==> config.mk <==
export PLATFORM = sky130hd
export DESIGN_NAME = layer_scheduler
export DESIGN_NICKNAME = d
export VERILOG_FILES = /design/src/rtl/layer_scheduler.sv
export SDC_FILE = /design/constraint.sdc
export NUM_CORES = 1
export LEC_CHECK = 0
export CORE_ASPECT_RATIO = 1.2
export CORE_MARGIN = 5
export CORE_UTILIZATION = 25
export DETAILED_ROUTE_END_ITERATION = 16
export SLEW_MARGIN = 20
export SYNTH_ARGS = -nofsm -noshare
export SYNTH_HDL_FRONTEND = slang
export SYNTH_SLANG_ARGS = --single-unit
==> constraint.sdc <==
create_clock -name clk -period 7.1 [get_ports clk]
set_clock_uncertainty 0.2 [all_clocks]
set_input_delay 0.71 -clock clk [delete_from_list [all_inputs] [get_ports clk]]
set_output_delay 0.71 -clock clk [all_outputs]
set_load 0.02 [all_outputs]
==> src/rtl/layer_scheduler.sv <==
`default_nettype none
// ============================================================================
// Module   : layer_scheduler
// Purpose  : Runs the enabled compute engines one after another from a single
//            PS go/done handshake. Owns the BRAM mux select and a watchdog.
// Revision : 1.0  initial release
// ============================================================================
module layer_scheduler #(
    parameter int NUM_ENG = 4,
    parameter int TIMEOUT = 65535,
    parameter int SEL_W   = $clog2(NUM_ENG + 1)
) (
    input  logic               clk,
    input  logic               reset,
    input  logic [31:0]        ps_control,
    output logic [31:0]        pl_status,
    output logic [NUM_ENG-1:0] eng_start,
    input  logic [NUM_ENG-1:0] eng_done,
    output logic [SEL_W-1:0]   bram_sel,
    output logic               executing
);

    localparam int c_WD_W = $clog2(TIMEOUT + 1);
    localparam int c_PAD  = 1 << SEL_W;

    localparam logic [c_WD_W-1:0] c_WD_LAST  = c_WD_W'(TIMEOUT - 1);
    localparam logic [SEL_W-1:0]  c_IDX_END  = SEL_W'(NUM_ENG);
    localparam logic [SEL_W-1:0]  c_IDX_ONE  = SEL_W'(1);
    localparam logic [15:0]       c_CNT_MAX  = 16'hFFFF;

    localparam logic [2:0] c_IDLE    = 3'd0;
    localparam logic [2:0] c_SCAN    = 3'd1;
    localparam logic [2:0] c_START   = 3'd2;
    localparam logic [2:0] c_RELEASE = 3'd3;
    localparam logic [2:0] c_DONE    = 3'd4;
    localparam logic [2:0] c_ERR     = 3'd5;

    logic [2:0]         r_state, w_state;
    logic [SEL_W-1:0]   r_idx, w_idx;
    logic [NUM_ENG-1:0] r_mask, w_mask;
    logic [15:0]        r_cnt, w_cnt, w_cnt_inc;
    logic [c_WD_W-1:0]  r_wd, w_wd;
    logic               r_armed;
    logic               r_done, r_err, r_busy, r_exec;
    logic [NUM_ENG-1:0] r_start;
    logic [SEL_W-1:0]   r_sel;

    logic               w_go, w_launch, w_wd_hit, w_own_bram;
    logic [c_PAD-1:0]   w_mask_ext, w_done_ext;
    logic               w_unused;

    assign w_go       = ps_control[0];
    // Padding lets the scan index reach NUM_ENG without an out-of-range select.
    assign w_mask_ext = c_PAD'(r_mask);
    assign w_done_ext = c_PAD'(eng_done);
    assign w_launch   = (r_state == c_IDLE) && w_go && r_armed;
    assign w_wd_hit   = (r_wd == c_WD_LAST);
    assign w_cnt_inc  = (r_cnt == c_CNT_MAX) ? r_cnt : r_cnt + 16'd1;
    assign w_own_bram = (w_state == c_START) || (w_state == c_RELEASE);
    assign w_unused   = ^{ps_control[31:8+NUM_ENG], ps_control[7:1]};

    always_comb begin
        w_state = r_state;
        w_idx   = r_idx;
        w_mask  = r_mask;
        w_cnt   = r_cnt;
        w_wd    = r_wd;
        case (r_state)
            c_IDLE: begin
                if (w_launch) begin
                    w_state = c_SCAN;
                    w_idx   = '0;
                    w_mask  = ps_control[8 +: NUM_ENG];
                    w_cnt   = '0;
                end
            end
            c_SCAN: begin
                w_cnt = w_cnt_inc;
                if (r_idx == c_IDX_END) begin
                    w_state = c_DONE;
                end else if (w_mask_ext[r_idx]) begin
                    w_state = c_START;
                    w_wd    = '0;
                end else begin
                    w_idx = r_idx + c_IDX_ONE;
                end
            end
            c_START: begin
                w_cnt = w_cnt_inc;
                w_wd  = r_wd + c_WD_W'(1);
                // Timeout takes priority over a done edge in the same cycle.
                if (w_wd_hit) begin
                    w_state = c_ERR;
                end else if (w_done_ext[r_idx]) begin
                    w_state = c_RELEASE;
                end
            end
            c_RELEASE: begin
                w_cnt = w_cnt_inc;
                w_wd  = r_wd + c_WD_W'(1);
                if (w_wd_hit) begin
                    w_state = c_ERR;
                end else if (!w_done_ext[r_idx]) begin
                    w_state = c_SCAN;
                    w_idx   = r_idx + c_IDX_ONE;
                end
            end
            c_DONE, c_ERR: begin
                if (!w_go) begin
                    w_state = c_IDLE;
                end
            end
            default: w_state = c_IDLE;
        endcase
    end

    always_ff @(posedge clk) begin
        if (!reset) begin
            r_state <= c_IDLE;
            r_idx   <= '0;
            r_mask  <= '0;
            r_cnt   <= '0;
            r_wd    <= '0;
            r_armed <= 1'b0;
            r_done  <= 1'b0;
            r_err   <= 1'b0;
            r_busy  <= 1'b0;
            r_exec  <= 1'b0;
            r_start <= '0;
            r_sel   <= '0;
        end else begin
            r_state <= w_state;
            r_idx   <= w_idx;
            r_mask  <= w_mask;
            r_cnt   <= w_cnt;
            r_wd    <= w_wd;
            // A new run needs go to have been seen low since the last launch.
            if (!w_go) begin
                r_armed <= 1'b1;
            end else if (w_launch) begin
                r_armed <= 1'b0;
            end
            r_done  <= (w_state == c_DONE) || (w_state == c_ERR);
            r_err   <= (w_state == c_ERR);
            r_busy  <= (w_state == c_SCAN) || w_own_bram;
            r_exec  <= w_own_bram;
            r_start <= (w_state == c_START) ? (NUM_ENG'(1) << w_idx) : '0;
            r_sel   <= w_own_bram ? (w_idx + c_IDX_ONE) : '0;
        end
    end

    assign pl_status = {r_cnt, 9'd0, 3'(r_idx), 1'b0, r_busy, r_err, r_done};
    assign eng_start = r_start;
    assign bram_sel  = r_sel;
    assign executing = r_exec;

endmodule
`default_nettype wire
==> impl_metrics.csv <==
group,metric,value,unit
status,status,"complete, no violations",
worst_hold_path,hold_class,"register to register",
timing,worstMarginPinSlew,1.05,ns
timing,hold_viol,0,
logic_synthesis,synth-simple-area-share,26.9,%
timing,setup_viol,0,
placed_design,portBuffers,40,
logic_synthesis,ys.flop_type,"dfxtp_1",
floorplanning,die_h,123,µm
placed_design,place.gp.congestion,0.820,
route,viasPerCell,4.57,
clocking,cts_tree,"done",
logic_synthesis,yosysMostFrequentCell,"dfxtp_1",
finish,final_layout_size_suffix_gt1_share,5.59,%
clocking,h-tree-depth,2,
logic_synthesis,syn_area_per_cell,8.75,µm²
floorplanning,row_count,41,
critical_path,cp_max_fo,4,
logic_synthesis,postSynth.asyncResetShare,0,%
timing,worst_hold_slack,0.295,ns
logic_synthesis,ys_types,54,
placed_design,dpl_cell_area,0.00311,mm²
timing,setup-tns-final,0,ns
finish,stdcell_area,0.00326,mm²
logic_synthesis,synthAdderAreaFrac,2.83,%
global_routing,use_met2,15.7,%
timing,layout_min_cycle_time,2.68,ns
logic_synthesis,netlist_area,0.00265,mm²
logic_synthesis,synth_edf_count,0,
floorplanning,die-area,0.0128,mm²
route,vias,2141,
global_routing,grt_use_met1,11.4,%
timing,fmax,373,MHz
critical_path,cp-end-kind,"register",
global_routing,grt_max_degree,20,
timing,relSlewSlack,29.7,%
finish,n_antenna_cell,0,
route,drc,0,
clocking,clk_pin_slew_worst_paths,0.07,ns
timing,setup_slack,4.42,ns
timing,drv_slew,0,
global_routing,grt_usage,9.34,%
clocking,cts_made_buffers,5,
clocking,clock-root-buffer,"clkbuf_16",
floorplanning,io_pins,78,
logic_synthesis,yosysWarnings,0,
power,p_total,0.606,mW
global_routing,overflow,0,
finish,area_growth,23.2,%
finish,fin_util,31.2,%
power,p_per_area,186,mW/mm²
clocking,cts_buffer_depth,2,
clocking,worstSkewPairLatency,0.29,ns
flow_run,cap_violations,0,
timing,rsz0062_at_grt,"false",
global_routing,antenna_found_initial,0,
logic_synthesis,synth_top_family_by_area,"simple AND/OR/NAND/NOR gates",
logic_synthesis,synthXorXnorAreaFrac,7.93,%
global_routing,busiest_layer,"met2",
global_routing,grtUsageMet3,2.79,%
clocking,post_cts_buffers,0,
power,leakage,1.14,nW
logic_synthesis,yosys-top-cells-area,"dfxtp_1 41%, xnor2_1 5.0%, nor2_1 4.4%, nand3_1 3.8%, buf_4 3.7%",
critical_path,worstPathArrival,2.71,ns
logic_synthesis,synth_common_cells,"54 x dfxtp_1, 31 x nor2_1, 25 x nand2_1",
logic_synthesis,synthesis.instances,303,
route,routedWlPerCell,11.9,µm
logic_synthesis,ys_ff_latch,54,
route,first_pass_iters,4,
logic_synthesis,synthMuxAreaShare,3.45,%
timing,finalCritPeriodShare,37.7,%
placed_design,dp_hpwl,4220,µm
finish,n_fill_cell,1136,
logic_synthesis,yosys.area.top_type_share,40.8,%
placed_design,place_ws,4.11,ns
route,drtAntennaViolNets,0,
logic_synthesis,synth_compound_area_share,11.2,%
critical_path,critical_path_class,"input pin to register",
floorplanning,start_util,25.3,%
critical_path,cp.required,7.13,ns
finish,final_nets,383,
global_routing,grt_pass1_vias,2115,
clocking,cts.sinks,54,
floorplanning,dieWidth,104,µm
placed_design,dp.cells,461,
clocking,cts_hold_buf,0,
critical_path,start_kind,"input pin",
logic_synthesis,ys_seq_area_share,40.8,%
route,drt_iter0_markers,50,
global_routing,grt_pass1_wl,9960,µm
floorplanning,core-area,0.0105,mm²
route,drt-total-wl,5590,µm
logic_synthesis,yosysTopAreaCell,"dfxtp_1",
power,vdd_drop_max,0.0000964,V
finish,fin_cells,469,
clocking,cts_repair_resize_count,0,
==> cell usage in the layout (no fill, tap or decap), types with 2 or more instances in the layout <==
cell type	synthesis	layout
dfxtp_1	54	54
clkdlybuf4s50_1	0	40
nor2_1	31	31
nand2_1	25	25
nand3_1	20	20
xnor2_1	15	15
inv_1	10	10
nor3_1	10	10
conb_1	1	10
and2_1	9	9
xor2_1	9	9
mux2i_1	8	8
a21oi_1	8	8
o21ai_0	7	7
nor2b_1	6	6
nor4_1	6	6
ha_1	6	6
nand4_1	5	5
clkbuf_16	0	5
and3_1	4	4
or3_1	4	4
o22ai_1	3	3
and4_1	3	3
a21o_1	3	3
nand3b_1	2	2
nand2b_1	2	2
o21ai_2	2	2
inv_2	2	2
a221o_1	2	2
o21bai_1	2	2
nand4b_1	2	2
a21boi_0	2	2
inv_6	0	2
==> critical path, stage by stage <==
cell,delay (ns)
clkdlybuf4s50_1,0.39
mux2i_1,0.22
o22ai_1,0.16
nor2_1,0.15
o211ai_1,0.16
a22oi_2,0.28
inv_2,0.08
ha_1,0.21
a221o_1,0.28
o21ai_2,0.06
==> path summary, 6_finish.rpt <==
path / startpoint / endpoint / slack (ns) / cells after the start
max: eng_done[3] / bram_sel[2]$_SDFF_PN0_ / 4.42 / 10
min: r_wd[6]$_SDFFE_PN0P_ / r_wd[6]$_SDFFE_PN0P_ / 0.29 / 2
max reg2reg: r_idx[1]$_SDFF_PN0_ / bram_sel[2]$_SDFF_PN0_ / 4.50 / 10
min reg2reg: r_wd[6]$_SDFFE_PN0P_ / r_wd[6]$_SDFFE_PN0P_ / 0.29 / 2
==> state kept, by name, summed over array words and instances (netlist names) <==
register	flops
r_cnt	16
r_wd	16
eng_start	4
r_mask	4
bram_sel	3
r_idx	3
r_state	3
executing	1
r_armed	1
r_busy	1
r_done	1
r_err	1
==> cells by family (layout without fill, tap and decap cells) <==
family	Yosys count	in the layout
simple gates	135	135
flops	54	54
compound gates	42	42
buf+inv	32	60
xor+xnor	24	24
mux	9	9
fa+ha+maj	6	6
other cells	1	10
==> layout make-up <==
class	count	area [µm²]	area share (%)
Clock buffer	5	125	3.83
Clock inverter	3	26.3	0.805
Inverter	12	45.0	1.38
Multi-Input combinational cell	226	1430	43.7
Sequential cell	54	1080	33.1
Tap cell	129	161	4.94
Timing Repair Buffer	40	400	12.3
==> per-layer routing <==
| layer | routed length [µm] | share of wire, % |
|---|---|---|
| met2 | 2670 | 48 |
| met5 | 0 | 0 |
| met4 | 80 | 1.4 |
| met3 | 250 | 4.5 |
| met1 | 2590 | 46 |
==> power breakdown <==
part           total (mW)  switching (mW)  internal, mW
combinational      0.0478          0.0294        0.0184
clock               0.249           0.115         0.134
sequential          0.310         0.00390         0.306
total               0.606           0.148         0.458
No activity file was read; power rests on OpenSTA's default activity.
